<file path="src/rtl/fetch_stage_pkg.sv">
// fetch_stage_pkg: shared state encoding and instruction-field constants for the fetch stage.
package fetch_stage_pkg;
  typedef enum logic [1:0] {IDLE, REQ, HOLD, DRAIN} fetchState_e;
  localparam logic [31:0] NOP = 32'h0000_0000;
  localparam logic [31:0] PC_INC = 32'd4;
  localparam int OPC_HI = 31;
  localparam int OPC_LO = 26;
  function automatic logic [5:0] opcodeOf(input logic [31:0] instr);
    return instr[OPC_HI:OPC_LO];
  endfunction
endpackage

</file>
<file path="src/rtl/fetch_stage_if_id_reg.sv">
// if_id_reg: IF/ID pipeline register; flush beats load, load beats stall, otherwise a bubble enters.
module if_id_reg
  import fetch_stage_pkg::*;
(
  input  logic        clk,
  input  logic        reset,
  input  logic        load,
  input  logic        flush,
  input  logic        stall,
  input  logic [31:0] instrIn,
  input  logic [31:0] pcPlus4In,
  output logic        id_valid,
  output logic [31:0] id_instr,
  output logic [31:0] id_pc_plus4
);
  always_ff @(posedge clk or posedge reset)
    if (reset) begin
      id_valid    <= 1'b0;
      id_instr    <= NOP;
      id_pc_plus4 <= '0;
    end else if (flush || (!load && !stall)) begin
      id_valid <= 1'b0;
      id_instr <= NOP;
    end else if (load) begin
      id_valid    <= 1'b1;
      id_instr    <= instrIn;
      id_pc_plus4 <= pcPlus4In;
    end
endmodule

</file>
<file path="src/rtl/fetch_stage.sv">
// fetch_stage: PC, instruction-memory handshake FSM and IF/ID register with stall, flush and redirect.
module fetch_stage
  import fetch_stage_pkg::*;
#(
  parameter logic [31:0] RESET_PC = 32'h0000_0000
) (
  input  logic        clk,
  input  logic        reset,
  input  logic        stall,
  input  logic        flush,
  input  logic        branch_taken,
  input  logic [31:0] branch_target,
  input  logic        jump,
  input  logic [25:0] jump_index,
  output logic        imem_req,
  output logic [31:0] imem_addr,
  input  logic [31:0] imem_rdata,
  input  logic        imem_ready,
  output logic [31:0] pc,
  output logic        id_valid,
  output logic [31:0] id_instr,
  output logic [31:0] id_pc_plus4,
  output logic [5:0]  id_opcode
);
  fetchState_e state, nextState;
  logic [31:0] bufInstr, bufPcPlus4, pendingTarget, target, pcPlus4;
  logic        redirect, fetched, park, idLoad, idFlush;
  assign redirect  = branch_taken | jump;
  assign target    = branch_taken ? branch_target : {id_pc_plus4[31:28], jump_index, 2'b00};
  assign pcPlus4   = pc + PC_INC;
  assign fetched   = (state == REQ) && imem_ready;
  assign park      = !redirect && stall && !flush;
  // a plain flush on a returning fetch still lets the correct successor in
  assign idFlush   = redirect | (flush & ~fetched);
  assign idLoad    = (fetched & ~park) | ((state == HOLD) & ~stall);
  assign imem_addr = pc;
  assign id_opcode = opcodeOf(id_instr);
  always_ff @(posedge clk or posedge reset)
    if (reset) state <= IDLE;
    else state <= nextState;
  always_comb begin
    nextState = state;
    case (state)
      IDLE:    nextState = REQ;
      REQ:     nextState = imem_ready ? (park ? HOLD : REQ) : (redirect ? DRAIN : REQ);
      HOLD:    nextState = (redirect || !(stall || flush)) ? REQ : HOLD;
      DRAIN:   nextState = imem_ready ? REQ : DRAIN;
      default: nextState = IDLE;
    endcase
  end
  always_comb imem_req = (state == REQ) || (state == DRAIN);
  always_ff @(posedge clk or posedge reset)
    if (reset) begin
      pc            <= RESET_PC;
      bufInstr      <= NOP;
      bufPcPlus4    <= '0;
      pendingTarget <= '0;
    end else begin
      case (state)
        REQ:
          if (imem_ready) begin
            pc <= redirect ? target : pcPlus4;
            if (park) begin
              bufInstr   <= imem_rdata;
              bufPcPlus4 <= pcPlus4;
            end
          end else if (redirect) pendingTarget <= target;
        HOLD:
          if (redirect) pc <= target;
        DRAIN:
          if (imem_ready) pc <= redirect ? target : pendingTarget;
          else if (redirect) pendingTarget <= target;
        default: ;
      endcase
    end
  if_id_reg ifId (
    .clk        (clk),
    .reset      (reset),
    .load       (idLoad),
    .flush      (idFlush),
    .stall      (stall),
    .instrIn    (state == HOLD ? bufInstr : imem_rdata),
    .pcPlus4In  (state == HOLD ? bufPcPlus4 : pcPlus4),
    .id_valid   (id_valid),
    .id_instr   (id_instr),
    .id_pc_plus4(id_pc_plus4)
  );
endmodule
</file>
<file path="config.mk">
export PLATFORM = sky130hd
export DESIGN_NAME = fetch_stage
export DESIGN_NICKNAME = d
export VERILOG_FILES = /design/src/rtl/fetch_stage_pkg.sv /design/src/rtl/fetch_stage_if_id_reg.sv /design/src/rtl/fetch_stage.sv
export SDC_FILE = /design/constraint.sdc
export NUM_CORES = 1
export LEC_CHECK = 0
export ABC_AREA = 1
export BUFFER_PORTS_ARGS = -buffer_cell sky130_fd_sc_hd__buf_2
export CAP_MARGIN = 10
export CORE_AREA = 2 2 128 162
export DETAILED_ROUTE_END_ITERATION = 10
export DIE_AREA = 0 0 130 164
export PLACE_DENSITY_LB_ADDON = 0.25
export SYNTH_ARGS = -nofsm -noshare
export SYNTH_HDL_FRONTEND = slang
export SYNTH_HIERARCHICAL = 1
export SYNTH_SLANG_ARGS = --single-unit
</file>
<file path="constraint.sdc">
create_clock -name clk -period 5.47 [get_ports clk]
set_input_delay 0.8205 -clock clk [delete_from_list [all_inputs] [get_ports clk]]
set_output_delay 0.8205 -clock clk [all_outputs]
set_load 0.005 [all_outputs]
</file>
Word level (Yosys, flattened, before mapping) --
Cells that the tools add are included.
Storage, ports and cells: flip-flop bits (word level) 195, latch bits 0, memory bits (writable) 0, ROM bits 0, input bits 97, word-level logic and storage cells 66, memories kept 0
Cells by class: $add $sub $neg 1, multiply operators 0, divide/modulo/power cells 0, magnitude comparators 0, equality and inequality tests 6, shifts and indexed selects 0, mux-type cells 19, bitwise logic cells 11, reductions and logical operators 21
Operators by type and width (count):
- 32-bit 2-to-1 mux | 10
- 32-bit case mux with 3 select lines | 1
- 32-bit by 3-bit adder with 32-bit output (second input constant) | 1
- 2-bit 2-to-1 mux | 5
- 2-bit case mux with 4 select lines | 1
- 2-bit inequality test (second input constant) | 3
- 1-bit logical NOT | 5
- 1-bit NOT | 5
- 2-bit equality test (second input constant) | 2
- 1-bit logical AND | 4
- 1-bit logical OR | 4
- 2-bit AND reduction | 2
- 4-bit AND reduction | 1
- 1-bit AND | 3
- 1-bit OR | 3
- 3-bit AND reduction | 1
- 3-bit nonzero test | 1
- 2-bit by 1-bit equality test with 1-bit output (second input constant) | 1
- 2-bit logical NOT | 1
- 1-bit 2-to-1 mux | 2
- 2-bit nonzero test | 1
- 2-bit OR reduction | 1

Logic depth before layout (Yosys ltp) --
Gate-level depths: netlist of run 1.
word-level depth 12, depth in mapped cells 13, gate-level depth less buffers 12

Modules after synthesis --
Netlist of run 1, hierarchy kept.
Modules (own cells, without submodules):
- fetch_stage | times used 1, cells each 1196, area each 8140.3 um2, seq. area each 3253.1 um2
- if_id_reg | times used 1, cells each 283, area each 2568.7 um2, seq. area each 1626.6 um2

Worst setup path before layout of run 1 --
No wires, ideal clock.
kind input to register, start input port branch_taken, end register ifId.id_instr[10], arrival 2.010 ns, required time 5.404 ns, slack 3.394 ns, stages 10, path buffers 3, cell sequence buf_4 nor2_4 buf_2 o21ai_0 inv_2 nand2_2 inv_4 buf_4 nand2_1 nand2_1
Between the ends: elaborated cells on any way between the ends 13, those cells by class 1 x mux; 5 x bitwise; 7 x reduce/logical
RTL lines:
- from (decl) | line fetch_stage.sv:11 | input logic branch_taken,
- 1-bit OR * | line fetch_stage.sv:28 | assign redirect = branch_taken | jump;
- 1-bit OR * | line fetch_stage.sv:34 | assign idFlush = redirect | (flush & ~fetched);
- named net idFlush | line fetch_stage.sv:27 | logic redirect, fetched, park, idLoad, idFlush;
- 1-bit logical OR * | line fetch_stage_if_id_reg.sv:21 | end else if (flush || (!load && !stall)) begin
- 32-bit 2-to-1 mux or 2-bit nonzero test (tied branches)
- to (signal assigned) | line fetch_stage_if_id_reg.sv:26 | id_instr <= instrIn;
- to (decl) | line fetch_stage_if_id_reg.sv:13 | output logic [31:0] id_instr,
Mark *: on every way through the listed nets, which the timed path passes. The rest lies on a longest branch. A chain may end at the register's enable or synchronous reset.

Final worst setup path of run 1 --
start input port branch_taken, end register ifId.id_pc_plus4[27]
Between the ends: word-level cells in the longest chain between the ends 12, elaborated cells on any way between the ends 13, those cells by class 6 x bitwise; 7 x reduce/logical
Ends and longest elaborated chain:
- 1-bit OR * | line fetch_stage.sv:28
- 1-bit logical NOT * | line fetch_stage.sv:32 | assign park = !redirect && stall && !flush;
- 1-bit logical AND * (2 in a row) | line fetch_stage.sv:32
- 1-bit NOT * | line fetch_stage.sv:35 | assign idLoad = (fetched & ~park) | ((state == HOLD) & ~stall);
- 1-bit AND * | line fetch_stage.sv:35
- 1-bit OR * | line fetch_stage.sv:35
- named net idLoad | line fetch_stage.sv:27
- 1-bit logical NOT | line fetch_stage_if_id_reg.sv:21
- 1-bit logical AND | line fetch_stage_if_id_reg.sv:21
- 1-bit logical OR | line fetch_stage_if_id_reg.sv:21
- 1-bit NOT (no source line)
- 2-bit AND reduction (no source line) *
- to (signal assigned) | line fetch_stage_if_id_reg.sv:27 | id_pc_plus4 <= pcPlus4In;
- to (decl) | line fetch_stage_if_id_reg.sv:14 | output logic [31:0] id_pc_plus4
Marks and branches as above.

==> impl_metrics.ini, run 1 <==
[power]
powerDensity_nw_per_um2 = 329.9
power.switching_mw = 1.294
combPwrFrac_pct = 21.5
p_sw_share_pct = 32.35
internal-power_mw = 2.706
power_frac_seq_pct = 47.7
finalPower_mw = 4.001
vdd_drop_max_mv = 0.2177
power_leakage_nw = 6.540
clkPwrFrac_pct = 30.8

[synth]
ys_seq_area_share_pct = 45.57
avgSynthCellArea_sq_um = 7.241
async_flop_share_pct = 100.0
yosysTopAreaCell = dfrtp_1
ys_top_cells_by_count = nand2_1 (553), dfrtp_1 (195), o21ai_0 (173)
netlist_area_sq_um = 10710
netlist_instances = 1479
synth_cell_types = 34
synth_ff_type = dfrtp_1
synth_edf_count = 0
synth-warning-count = 6
synth_nets = 1577
yosys-top-cells-area = dfrtp_1 (46%), nand2_1 (19%), o21ai_0 (8.1%)
synth_most_common_cell = nand2_1
ys_seq_elements = 195
synth_top_cell_area_share_pct = 45.57

[floorplanning]
initial_core_util_pct = 54.05
die-area_sq_um = 21320
pin_count = 233
rows = 58
die_h_um = 164
core_area_sq_um = 19810
die_width_um = 130

[finish]
final_nets = 1715
diodes = 0
fillers = 1868
drive_above_1_share_pct = 19.09
area_growth_pct = 13.23

[clock_tree]
cts.path.max_buffers = 2
clock-root-buffer = clkbuf_16
cts_hold_buf = 0
post_cts_buffers = 0
cts_made_buffers = 17
cts_resized = 0
clkTransAtPathRegs_ns = 0.07
clock_sinks = 195
cts_tree = done
clock_latency_ns = 0.43
htreeDepth = 4

[routing]
post-route-drc-count = 0
vias = 9819
via_per_inst = 5.171
drt-initial-drc-count = 743
detail_route.wl_per_cell_um = 14.46
drtPass1Iterations = 6
detail-route-antenna-nets = 0
wl_um = 27460

[sta]
period_minus_slack_ns = 3.819
timing.final.crit_share_pct = 69.82
worstMarginPinSlew_ns = 1.117
grt_setup_unrepaired = no
max_freq_ghz = 0.2618
setup_tns_ns = 0
setup_slack_ns = 1.651
skew_ns = 0.007765
holdWs_ns = 0.4763
slew_headroom_pct = 25.46
setup_viol = 0
report.final.slew_viol_count = 0
hold_violations = 0

[setup_path]
cp_cell_sequence = buf_2 > clkinv_2 > nand2_4 > nor3_2 > o22ai_1 > nand2_2 > inv_4 > nand2_1 > nand2_1
cp_top_family = buffers and inverters
path_class = input port to flop
cp.arrival_ns = 4.19
worstPathMaxFanout = 64
slowest_delay_ns = 0.69
start_kind = input port
cpMaxStageDelayCell = inv_4
cp-end-kind = flop
worst-path-buf-inv = 3
cp.required_ns = 5.84
cp_common_cell = nand2_1

[place]
pre_cts_ws_ns = 1.266
port_buffers = 232
place_congestion = 0.8704
dp_hpwl_um = 19190

[grt]
track_usage_pct = 25.98
grt_max_degree = 95
grt_pass1_vias = 8737
gr-total-overflow = 0
antenna_found_initial = 0
grt_pass1_wl_um = 43610

[run]
cap_violations = 0

[outcome]
status = finished, final reports clean

[worst_hold_path]
hp-class = flop to flop
## metal layers
| layer | vias up | wire length (um) | GRT usage [%] |
|---|---|---|---|
| met5 | - | 0 | 0 |
| met2 | 361 | 12950 | 42.34 |
| li1 | 4905 | - | - |
| met1 | 4500 | 12000 | 35.46 |
| met4 | 0 | 696 | 8.651 |
| met3 | 53 | 1818 | 4.169 |
## registers in the layout (all words and copies together), names as in the netlist
signal / count
bufInstr: 32
ifId/id_valid: 1
imem_addr: 32
state: 2
bufPcPlus4: 32
pendingTarget: 32
ifId/id_pc_plus4: 32
ifId/id_instr: 32
## worst reg2reg max path, delay by kind of cell (launching register included)
kind / cells / cell delay [ns]
AOI/OAI and AO/OA: 1 / 0.09
buffers and inverters: 4 / 1.38
DFF: 1 / 0.50
and+or+nand+nor: 5 / 1.09
## power by group through the flow
stage | registers [mW] | logic (mW) | clock network [mW]
floorplan | 1.89 | 0.582 | 0
global placement | 1.92 | 0.836 | 0
detailed placement | 1.93 | 0.857 | 0
CTS | 1.91 | 0.864 | 1.25
global route | 1.94 | 0.992 | 1.30
finish | 1.91 | 0.859 | 1.23
## area by class of cell
cell class	count	area [sq um]	share of cell area (%)
well taps	270	337.8	2.786
flip-flops and latches	195	4880	40.24
clock buffers	19	452.9	3.735
clock inverters	12	122.6	1.011
multi-input cells	1036	4632	38.20
repair buffers	239	1214	10.01
inverters	128	486.7	4.014
## layout by cell type (no fill, tap or decap), types with 2 or more instances in the layout
cell	count
nand2_1	553
xor2_2	2
buf_2	232
a21oi_1	45
nand2_4	4
clkbuf_16	17
xor2_1	5
clkbuf_8	2
and2_1	4
xnor2_1	6
o22ai_1	3
nand3_1	28
nand3b_1	5
inv_2	8
inv_6	2
inv_8	2
o21ai_0	173
o21ai_1	33
inv_1	117
nor2_2	5
clkinvlp_4	4
dfrtp_1	195
nand2_2	8
nor2_4	9
a31oi_1	6
buf_4	7
nor3_1	7
inv_4	2
clkinv_4	2
nor2_1	101
nand4_1	34
clkinv_2	2
## kinds of logic (layout without fill, tap and decap cells)
family	count (synthesis)	after routing	synth area share, %
simple gates	760	760	29.54
fa+ha+maj	1	1	0.1168
compound gates	262	262	12.40
buf+inv	248	398	11.18
flops	195	195	45.57
xor+xnor	13	13	1.203
## through the flow
| step | instances | util, % | area (sq um) |
|---|---|---|---|
| 6_report | 1899 | 61.20 | 12130 |
| 5_1_grt | 1899 | 61.20 | 12130 |
| 4_1_cts | 1899 | 61.20 | 12130 |
| 3_5_place_dp | 1868 | 58.30 | 11550 |
| 3_3_place_gp | 1868 | 58.30 | 11550 |
| 2_1_floorplan | 1479 | - | 10710 |
## final timing paths
check / endpoint / cells after the start / slack, ns / start
max in group asynchronous: bufPcPlus4[0] / 3 / 3.84 / reset
min in group asynchronous: bufPcPlus4[23] / 2 / 0.60 / reset
hold reg to reg: ifId/id_pc_plus4[19] / 2 / 0.48 / ifId/id_pc_plus4[19]
setup reg to reg: ifId/id_pc_plus4[27] / 10 / 2.35 / state[0]
hold / removal: ifId/id_pc_plus4[19] / 2 / 0.48 / ifId/id_pc_plus4[19]
setup / recovery: ifId/id_pc_plus4[27] / 9 / 1.65 / branch_taken
No activity file was read; power rests on OpenSTA's default activity.
==> run 2: changes to the inputs <==
==> constraint.sdc (replaced) <==
create_clock -name clk -period 3.6 [get_ports clk]
set_input_delay 0.54 -clock clk [delete_from_list [all_inputs] [get_ports clk]]
set_output_delay 0.54 -clock clk [all_outputs]
set_load 0.005 [all_outputs]
==> run 2 against run 1 <==
Against the previous run: first-iteration DRC count increased by 2.0%; utilization increased by 0.088 points; highest routed layer unchanged; count of clock-buffer cells in the layout increased by 1; critical endpoint is now imem_addr[26]; power increased by 50%; via count decreased by 2.0%; register-to-register slack got worse by 1.3 ns; global-route usage about the same.
==> impl_metrics.ini, run 2 (synthesis results as in run 1) <==
[setup_path]
cp.arrival_ns = 2.91
start_kind = flop
regToRegEndpoint = imem_addr[26]
worstPathMaxFanout = 51
cp-end-kind = flop
cp.required_ns = 3.92
rrSetupSlack_ns = 1.01
r2r_start = state[1]
path_class = flop to flop
r2r_cells = 8

[run]
cap_violations = 0

[grt]
grt_pass1_vias = 8567
use_met2_pct = 42.10
antenna_found_initial = 0
grt_pass1_wl_um = 43700
grt_max_degree = 101
met1_usage_pct = 35.87
gr-total-overflow = 0
grt-busiest-layer = met2
grt_use_met3_pct = 4.951
track_usage_pct = 25.99

[clock_tree]
htreeDepth = 4
clock_sinks = 195
cts_hold_buf = 0
clock-root-buffer = clkbuf_16
post_cts_buffers = 0
cts.path.max_buffers = 2
cts_tree = done
clock_latency_ns = 0.44
clkTransAtPathRegs_ns = 0.07
cts_resized = 0
cts_made_buffers = 17

[floorplanning]
die_h_um = 164
pin_count = 233
rows = 58
initial_core_util_pct = 54.05
die-area_sq_um = 21320
die_width_um = 130
core_area_sq_um = 19810

[sta]
setup_viol = 0
skew_ns = 0.01451
period_minus_slack_ns = 2.590
timing.final.crit_share_pct = 71.93
slew_headroom_pct = 34.33
hold_violations = 0
max_freq_ghz = 0.3862
grt_setup_unrepaired = no
worstMarginPinSlew_ns = 0.9815
report.final.slew_viol_count = 0
setup_tns_ns = 0

[power]
vdd_drop_max_mv = 0.3507
powerDensity_nw_per_um2 = 493.7
power_leakage_nw = 6.557

[finish]
drive_above_1_share_pct = 19.16
diodes = 0
final_cells = 1904
most-common-layout-cells = nand2_1 (553), buf_2 (232), dfrtp_1 (195), o21ai_0 (173), inv_1 (117)
final_area_sq_um = 12140
area_growth_pct = 13.39
final_nets = 1720
fillers = 1799
final_common_cell = nand2_1

[place]
dpl-instance-area_sq_um = 11600
dp_cells = 1873
place_congestion = 0.8842
port_buffers = 232
dp_hpwl_um = 19180

[routing]
drtPass1Iterations = 7
detail_route.wl_per_cell_um = 14.22
post-route-drc-count = 0
wl_um = 27080
via_per_inst = 5.053
vias = 9620
detail-route-antenna-nets = 0
drt-initial-drc-count = 758

[worst_hold_path]
hp-class = input port to async pin

[outcome]
status = finished, final reports clean
-- run 2: how the worst max path moves through the flow --
stage	start	endpoint	cells past startpoint
after detailed placement	branch_taken	ifId/id_instr[30]	8
after floorplan	reset	ifId/id_instr[0]	1
after global routing	state[1]	imem_addr[26]	8
after global placement	branch_taken	ifId/id_instr[30]	8
after CTS	state[1]	imem_addr[26]	8
final	state[1]	imem_addr[26]	8
-- run 2: final cells by class --
| class | instances | area (sq um) | area share [%] |
|---|---|---|---|
| clock buffers | 20 | 436.7 | 3.596 |
| clock inverters | 11 | 105.1 | 0.8655 |
| inverters | 128 | 488.0 | 4.019 |
| multi-input cells | 1036 | 4632 | 38.15 |
| flip-flops and latches | 195 | 4880 | 40.19 |
| well taps | 270 | 337.8 | 2.782 |
| repair buffers | 244 | 1264 | 10.41 |
-- run 2: critical path: stages (launching register included) --
cell	delay, ns
dfrtp_1	0.50
nand2_4	0.46
inv_2	0.28
nand2_1	0.15
nand2_1	0.08
inv_2	0.52
o21ai_0	0.19
nor2_1	0.18
a21oi_1	0.09
-- run 2: layer usage --
metal / up-vias / wire length (um)
li1: 4898 / -
met1: 4376 / 12290
met2: 320 / 12800
met5: - / 0
met3: 26 / 1578
met4: 0 / 404
-- run 2: power by group --
part           switching (mW)  leakage, nW  total (mW)  internal [mW]
Clock                   0.844        0.265        1.80          0.956
Combinational           0.782         3.85        1.30          0.519
Sequential              0.297         2.44        2.89           2.60
-- run 2: stage by stage --
stage | util, % | hold slack (ns) | total power, mW | setup slack [ns]
3_3_place_gp | 58.56 | 0.4586 | 4.190 | 1.072
6_report | 61.29 | 0.2144 | 5.994 | 1.010
5_1_grt | 61.29 | 0.2630 | 6.374 | 0.8014
4_1_cts | 61.29 | 0.2363 | 6.036 | 1.044
2_1_floorplan | - | 0.4423 | 3.753 | 1.434
3_5_place_dp | 58.56 | 0.4618 | 4.233 | 1.034
